## src/rtl/div_seq.sv

```systemverilog
// Iterative radix-2 restoring divider for RV32M DIV/DIVU/REM/REMU.
// One quotient bit per cycle; EX holds on stall_o until the one-cycle ready_o pulse.
module div_seq #(
   parameter int DATA_WIDTH = 32
) (
   input  logic                  clk,
   input  logic                  rst,
   input  logic                  start_i,
   input  logic                  annul_i,
   input  logic                  signed_i,
   input  logic                  rem_i,
   input  logic [DATA_WIDTH-1:0] opdata1_i,
   input  logic [DATA_WIDTH-1:0] opdata2_i,
   output logic [DATA_WIDTH-1:0] result_o,
   output logic                  ready_o,
   output logic                  stall_o
);

   localparam int CW = $clog2(DATA_WIDTH);

   typedef enum logic [1:0] {IDLE, ZERO, DIVIDE, DONE} state_t;

   state_t state, state_nxt;

   logic [DATA_WIDTH-1:0] dvd_q;     // original dividend, needed for REM by zero
   logic [DATA_WIDTH-1:0] dvsr_q;
   logic [DATA_WIDTH-1:0] rem_q;
   logic [DATA_WIDTH-1:0] quo_q;     // dividend bits shift out the top, quotient bits in the bottom
   logic [DATA_WIDTH-1:0] res_q;
   logic [CW-1:0]         cnt;
   logic                  rem_sel;
   logic                  neg_q;
   logic                  neg_r;

   logic                  a_neg, b_neg, accept, last;
   logic [DATA_WIDTH-1:0] a_mag, b_mag;
   logic [DATA_WIDTH:0]   part, diff;
   logic [DATA_WIDTH-1:0] rem_nxt, quo_nxt;

   assign a_neg  = signed_i & opdata1_i[DATA_WIDTH-1];
   assign b_neg  = signed_i & opdata2_i[DATA_WIDTH-1];
   assign a_mag  = a_neg ? (~opdata1_i + 1'b1) : opdata1_i;
   assign b_mag  = b_neg ? (~opdata2_i + 1'b1) : opdata2_i;
   assign accept = (state == IDLE) && start_i && !annul_i;
   assign last   = (cnt == CW'(DATA_WIDTH-1));

   // Trial subtraction; partial remainder is always < 2*divisor so 33 bits suffice.
   assign part    = {rem_q, quo_q[DATA_WIDTH-1]};
   assign diff    = part - {1'b0, dvsr_q};
   assign rem_nxt = diff[DATA_WIDTH] ? part[DATA_WIDTH-1:0] : diff[DATA_WIDTH-1:0];
   assign quo_nxt = {quo_q[DATA_WIDTH-2:0], ~diff[DATA_WIDTH]};

   always_ff @(posedge clk or posedge rst) begin
      if (rst) state <= IDLE;
      else     state <= state_nxt;
   end

   always_comb begin
      state_nxt = state;
      ready_o   = 1'b0;
      result_o  = '0;
      stall_o   = 1'b0;
      case (state)
         IDLE: begin
            stall_o = accept;
            if (accept) state_nxt = (opdata2_i == '0) ? ZERO : DIVIDE;
         end
         ZERO: begin
            stall_o   = 1'b1;
            state_nxt = DONE;
         end
         DIVIDE: begin
            stall_o = 1'b1;
            if (last) state_nxt = DONE;
         end
         DONE: begin
            ready_o   = !annul_i;
            result_o  = annul_i ? '0 : res_q;
            state_nxt = IDLE;
         end
         default: state_nxt = IDLE;
      endcase
      if (annul_i) state_nxt = IDLE;
   end

   always_ff @(posedge clk or posedge rst) begin
      if (rst) begin
         dvd_q   <= '0;
         dvsr_q  <= '0;
         rem_q   <= '0;
         quo_q   <= '0;
         res_q   <= '0;
         cnt     <= '0;
         rem_sel <= 1'b0;
         neg_q   <= 1'b0;
         neg_r   <= 1'b0;
      end else begin
         case (state)
            IDLE: if (accept) begin
               dvd_q   <= opdata1_i;
               dvsr_q  <= b_mag;
               quo_q   <= a_mag;
               rem_q   <= '0;
               cnt     <= '0;
               rem_sel <= rem_i;
               neg_q   <= a_neg ^ b_neg;
               neg_r   <= a_neg;
            end
            ZERO: res_q <= rem_sel ? dvd_q : '1;
            DIVIDE: begin
               rem_q <= rem_nxt;
               quo_q <= quo_nxt;
               cnt   <= cnt + 1'b1;
               if (last)
                  res_q <= rem_sel ? (neg_r ? (~rem_nxt + 1'b1) : rem_nxt)
                                   : (neg_q ? (~quo_nxt + 1'b1) : quo_nxt);
            end
            default: ;
         endcase
      end
   end

endmodule
```

## config.mk

```make
export PLATFORM = sky130hd
export DESIGN_NAME = div_seq
export DESIGN_NICKNAME = d
export VERILOG_FILES = /design/src/rtl/div_seq.sv
export SDC_FILE = /design/constraint.sdc
export NUM_CORES = 1
export LEC_CHECK = 0
export BUFFER_PORTS_ARGS = -buffer_cell sky130_fd_sc_hd__buf_2
export CAP_MARGIN = 40
export CORE_AREA = 10 10 156 158
export CTS_CLUSTER_SIZE = 40
export DETAILED_ROUTE_END_ITERATION = 7
export DIE_AREA = 0 0 166 168
export HOLD_SLACK_MARGIN = 0.05
export PLACE_DENSITY = 0.9
export SETUP_SLACK_MARGIN = 0.5
export SYNTH_ARGS = -nofsm -noshare
export SYNTH_HDL_FRONTEND = slang
export SYNTH_SLANG_ARGS = --single-unit
```

## constraint.sdc

```tcl
create_clock -name clk -period 6.9 [get_ports clk]
set_input_delay 0 -clock clk [delete_from_list [all_inputs] [get_ports clk]]
set_output_delay 0 -clock clk [all_outputs]
set_load 0.02 [all_outputs]
```

==> results of run 1 <==
-- registers in the layout, indices dropped and copies added (netlist names) --
name and flops:
dvsr_q 32, cnt 5, state 2, rem_sel 1
quo_q 32, res_q 32, neg_r 1, neg_q 1
rem_q 32, dvd_q 32
-- cell usage in the layout, fill, tap and decap left out, types with 7 or more instances in the layout --
master           n
a211oi_1         8
a21oi_1        136
a31oi_1         12
and2_1          39
and3_1           7
buf_2          103
buf_4           12
clkbuf_16       17
dfrtp_1        170
dlygate4sd3_1   75
ha_1            42
inv_1           59
mux2_2          40
mux2i_1         29
nand2_1        193
nand2b_1        11
nand3_1         21
nand4_1         12
nor2_1         144
nor3_1          32
nor4_1          23
o211ai_1        10
o21ai_0        180
o221ai_1         8
o22ai_1         15
o31ai_1         25
o41ai_1         17
or3_1           34
or4_1            9
xnor2_1         63
xor2_1          62
-- report_power, final --
group	internal, mW	total (mW)	leakage, nW	switching [mW]
registers	1.38	1.71	2.12	0.329
logic	1.11	3.04	4.07	1.92
clock network	0.512	0.989	0.280	0.477
total	3.01	5.74	6.46	2.73
-- critical path: stages, from the launching register on --
cell and delay, ns:
dfrtp_1 0.40, inv_1 0.09, ha_1 0.17, inv_1 0.06, fa_1 0.44, a211oi_2 0.30, o211ai_1 0.25, nand4_1 0.22
a211oi_2 0.12, nor3_1 0.70, nor2_4 0.09, inv_2 0.10, nor2_1 0.04, a21oi_1 0.23, ha_1 0.27, nand3b_1 0.13
or3_1 0.40, mux2_2 0.32, nor4_1 0.73, nor3b_1 0.30, mux2_1 0.35, o31ai_1 0.21
-- per-stage QoR --
stage	power, mW	cells	worst slack (ns)	util, %	hold slack, ns
3_5_place_dp	4.54	1928	1.12	63.9	-0.00801
4_1_cts	5.57	2034	1.05	70.1	0.0857
5_1_grt	6.08	2035	0.516	70.1	0.110
6_report	5.74	2035	0.888	70.1	0.0793
2_1_floorplan	3.80	1619	1.54	-	0.0631
3_3_place_gp	4.43	1924	1.44	63.4	0.236
-- Yosys cell counts, drive strengths merged (7+ instances only) --
cell	count	area (um2)
nand2	193	724
o21ai	187	951
dfrtp	170	4250
nor2	145	552
a21oi	140	723
clkbuf	69	259
xnor2	63	552
xor2	62	543
inv	61	229
ha	43	538
and2	41	258
mux2	41	462
or3	35	220
nor3	32	160
mux2i	29	290
o31ai	26	200
nor4	24	165
buf	21	123
nand3	21	105
o41ai	17	149
o22ai	15	93.8
a31oi	13	87.6
nand4	12	75.1
nand2b	11	68.8
a211oi	10	85.1
o211ai	10	75.1
or4	10	78.8
o221ai	8	70.1
and3	7	43.8
nor2b	7	43.8
o21a	7	52.6
-- logic make-up (layout without fill, tap and decap cells) --
logic type / after synthesis / after routing
AO/OA/AOI/OAI: 494 / 494
XOR/XNOR: 125 / 125
adder cells (fa/ha/maj): 44 / 44
buffers and inverters: 152 / 287
flip-flops: 170 / 170
multiplexers: 70 / 70
other: 0 / 1
AND/OR/NAND/NOR: 564 / 564
-- per-layer routing --
metal | vias up | track usage (%)
met5 | - | 0
li1 | 6054 | -
met1 | 6294 | 35.2
met2 | 863 | 47.2
met3 | 207 | 5.45
met4 | 0 | 15.4
-- worst min-delay path by stage --
stage	cells past startpoint	endpoint	slack, ns
final	3	dvsr_q[10]	0.08
after floorplan	1	state[1]	0.06
after global routing	3	dvsr_q[8]	0.11
after global placement	2	dvsr_q[6]	0.24
after CTS	3	dvsr_q[6]	0.09
after detailed placement	2	dvsr_q[6]	-0.008
-- area by class of cell --
type / instances / area [um2] / area share (%)
Tap cell: 280 / 350 / 2.33
Clock inverter: 14 / 150 / 1.00
Antenna cell: 1 / 2.50 / 0.0167
Sequential cell: 170 / 4250 / 28.3
Clock buffer: 17 / 425 / 2.83
Timing Repair Buffer: 194 / 1450 / 9.68
Multi-Input combinational cell: 1297 / 8140 / 54.2
Inverter: 62 / 238 / 1.58
==> flow_summary.json, run 1 <==
{
  "clock_path_buffers": 2,
  "io_pins": 104,
  "worstSetupEndpoint": "res_q[28]",
  "drt_wl_total_mm": 41.8,
  "synth_xor_area_share_pct": 8.42,
  "yosys_register_bits": 170,
  "grt_pass1_vias": 12942,
  "fin_area_um2": 15000,
  "synth_compound_area_share_pct": 23.3,
  "highest_layer": "met4",
  "synth_nets": 1733,
  "final-setup-viol-count": 0,
  "critical_path_class": "register to register",
  "synth_top_family_by_area": "compound AO/OA/AOI/OAI gates",
  "viasPerCell": 6.59,
  "cts_tree": "yes",
  "muxShareOfSynthArea_pct": 5.78,
  "drt_iter0_drc": 1694,
  "status": "complete, no violations",
  "portBuffers": 103,
  "synthSimpleGateAreaFrac_pct": 20.8,
  "synthCells": 1619,
  "wl_met3_mm": 3.84,
  "cts.sinks": 170,
  "worst_clock_skew_ns": 0.0117,
  "ys_seq_area_share_pct": 32.7,
  "cts_root_buffer": "clkbuf_16",
  "cts_inserted_buffers": 17,
  "grt.overflow.total": 0,
  "period_share_pct": 87.1,
  "place_area_um2": 13700,
  "ys_warn_count": 0,
  "synth_fa_ha_area_share_pct": 4.29,
  "synth_edf_count": 0,
  "clk_pin_slew_ns": 0.07,
  "drive_gt1_share_pct": 12.9,
  "cp.arrival_ns": 6.36,
  "yosys.cell_types.count": 87,
  "end_kind": "register",
  "r2r-start": "quo_q[31]",
  "dr.pass1.iters": 6,
  "antenna_found_initial": 1,
  "crit_path_start": "quo_q[31]",
  "min_path_type": "input pin to async pin",
  "place.gp.congestion": 0.980,
  "grt_pass1_wl_mm": 67.1,
  "fin_nets": 1856,
  "htree_num_levels": 4,
  "initial_core_util_pct": 60.7,
  "rsz0062_at_grt": "false",
  "leakage_nw": 6.46,
  "worst_pin_slew_ns": 0.995,
  "die_w_um": 166,
  "hpwl_mm": 28.1,
  "post-cts-setup-buffers": 0,
  "cp.required_ns": 7.24,
  "dieHeight_um": 168,
  "clk_latency_ns": 0.45,
  "num-fill-cells": 1563,
  "ir_drop_uv": 239,
  "cts_resized": 0,
  "syn_area_per_cell_um2": 8.03,
  "syn-cell-area_um2": 13000,
  "drc": 0,
  "setup.worst_path.start_class": "register",
  "worst-path-max-fanout": 6,
  "powerDensity_nw_per_um2": 382,
  "min_period_ns": 6.01,
  "slew_headroom_pct": 33.5,
  "drv_slew": 0,
  "max_cap_viol_count": 0,
  "synth_top_flop_cell": "dfrtp_1",
  "grt_use_total_pct": 28.8,
  "fmax_ghz": 0.166,
  "area_growth_pct": 15.5,
  "avgRoutedWirePerCell_um": 20.6,
  "final.setup.tns_ns": 0,
  "wl_met1_mm": 15.9,
  "hold_violations": 0,
  "wl_met2_mm": 19.8,
  "die-area_um2": 27900,
  "r2r_slack_ns": 0.89,
  "r2r_cells": 21,
  "dr_total_vias": 13418,
  "r2r_end": "res_q[28]",
  "core-area_um2": 21400,
  "rows": 54,
  "postRouteAntennaNets": 0,
  "grt_start_max_net_pins": 84,
  "cts_hold_buf": 75,
  "synthArstFlopShare_pct": 100
}
No activity file was read; power rests on OpenSTA's default activity.
==> inputs of run 2 (changes only) <==
Clock period 6.9 ns to 5.8 ns, I/O delays scaled along.
==> flow_summary.json, run 2 (synthesis gave the netlist of run 1 again) <==
{
  "timing.hold.ws_ns": 0.108,
  "hold_violations": 0,
  "drv_slew": 0,
  "clock_path_buffers": 2,
  "final_common_cell": "nand2_1",
  "grt_use_total_pct": 28.8,
  "fmax_ghz": 0.196,
  "drt_iter0_drc": 1489,
  "initial_core_util_pct": 60.7,
  "period_share_pct": 87.8,
  "area_growth_pct": 16.7,
  "rows": 54,
  "leakage_nw": 6.54,
  "r2r_slack_ns": 0.70,
  "fin_ws_ns": 0.705,
  "die_w_um": 166,
  "clk_pin_slew_ns": 0.08,
  "final-setup-viol-count": 0,
  "max_cap_viol_count": 0,
  "grt_pass1_wl_mm": 67.1,
  "grt_start_max_net_pins": 84,
  "drt_wl_total_mm": 42.6,
  "portBuffers": 103,
  "cts_root_buffer": "clkbuf_16",
  "final.setup.tns_ns": 0,
  "fin_area_um2": 15200,
  "drive_gt1_share_pct": 14.2,
  "postRouteAntennaNets": 0,
  "end_kind": "register",
  "rsz0062_at_grt": "false",
  "grt.overflow.total": 0,
  "ir_drop_uv": 324,
  "pre_cts_ws_ns": 0.471,
  "grt_pass1_vias": 13033,
  "avgRoutedWirePerCell_um": 20.8,
  "worst_clock_skew_ns": 0.0234,
  "htree_num_levels": 4,
  "num-fill-cells": 1535,
  "setup.worst_path.start_class": "register",
  "powerDensity_nw_per_um2": 454,
  "antenna_found_initial": 3,
  "viasPerCell": 6.66,
  "clk_latency_ns": 0.47,
  "status": "complete, no violations",
  "dr.pass1.iters": 8,
  "hpwl_mm": 28.8,
  "worst-path-max-fanout": 8,
  "dr_total_vias": 13649,
  "cp.required_ns": 6.16,
  "io_pins": 104,
  "slew_headroom_pct": 34.1,
  "place.gp.congestion": 0.970,
  "worst_pin_slew_ns": 0.988,
  "critical_path_class": "register to register",
  "fin_nets": 1868,
  "place_area_um2": 13700,
  "core-area_um2": 21400,
  "layout_common_cells": "193 x nand2_1, 180 x o21ai_0, 170 x dfrtp_1",
  "min_path_type": "input pin to register",
  "die-area_um2": 27900,
  "cts_inserted_buffers": 17,
  "cp.arrival_ns": 5.45,
  "drc": 0,
  "cts_tree": "yes",
  "min_period_ns": 5.10,
  "cts.sinks": 170,
  "dieHeight_um": 168
}
==> run 2: what timing repair did <==
action	4_1_cts	5_1_grt
resized for setup	3	10
buffers inserted	2	8
endpoints found under the hold margin	145	0
pin swaps	3	6
hold buffers	74	0
endpoints found under the setup margin	1	5
gates cloned	0	0
==> run 2: worst paths after layout <==
path                                  from    endpoint  depth (start not counted)
worst max-delay path             quo_q[31]   res_q[28]                         22
worst min register to register  dvsr_q[11]  dvsr_q[11]                          2
min in group asynchronous              rst   dvsr_q[6]                          3
worst max register to register   quo_q[31]   res_q[28]                         22
worst min-delay path               start_i    state[1]                          5
max in group asynchronous              rst   res_q[31]                          4
==> run 2: metal layers <==
layer | routed length [um] | vias up | track usage, %
met5 | 0 | - | 0
met4 | 2570 | 0 | 16.4
met3 | 3970 | 216 | 5.22
met2 | 20200 | 918 | 47.7
met1 | 15900 | 6430 | 34.8
li1 | - | 6085 | -
==> run 2: layout make-up <==
type,count,area [um2],area share (%)
diodes,3,7.51,0.0495
clock inverters,15,158,1.04
clock buffers,17,425,2.80
well taps,280,350,2.31
flip-flops and latches,170,4250,28.0
repair buffers,206,1540,10.2
multi-input cells,1297,8200,54.0
inverters,62,240,1.58
==> run 2: critical path: stages (launching register included) <==
cell	delay (ns)
dfrtp_1	0.40
inv_1	0.09
ha_1	0.16
inv_1	0.05
fa_2	0.37
a211oi_2	0.26
o211ai_1	0.19
nand4_1	0.20
a211oi_4	0.12
nor3_4	0.36
nor2_4	0.10
inv_4	0.12
nor2_1	0.06
a21oi_2	0.16
ha_2	0.25
nand3b_1	0.12
or3_1	0.41
mux2_2	0.33
nor4_1	0.27
buf_4	0.19
nor3b_1	0.22
mux2_1	0.36
o31ai_2	0.18
==> run 2: through the flow <==
stage | util [%] | instances | power (mW)
floorplan | - | 1619 | 4.52
global placement | 63.5 | 1926 | 5.26
detailed placement | 64.0 | 1931 | 5.45
CTS | 70.3 | 2039 | 6.65
global route | 70.8 | 2050 | 7.26
finish | 70.8 | 2050 | 6.89
==> run 2: report_power, final <==
| part | switching [mW] | total, mW | internal (mW) |
|---|---|---|---|
| Clock | 0.596 | 1.17 | 0.576 |
| Combinational | 2.28 | 3.68 | 1.40 |
| Sequential | 0.392 | 2.04 | 1.65 |
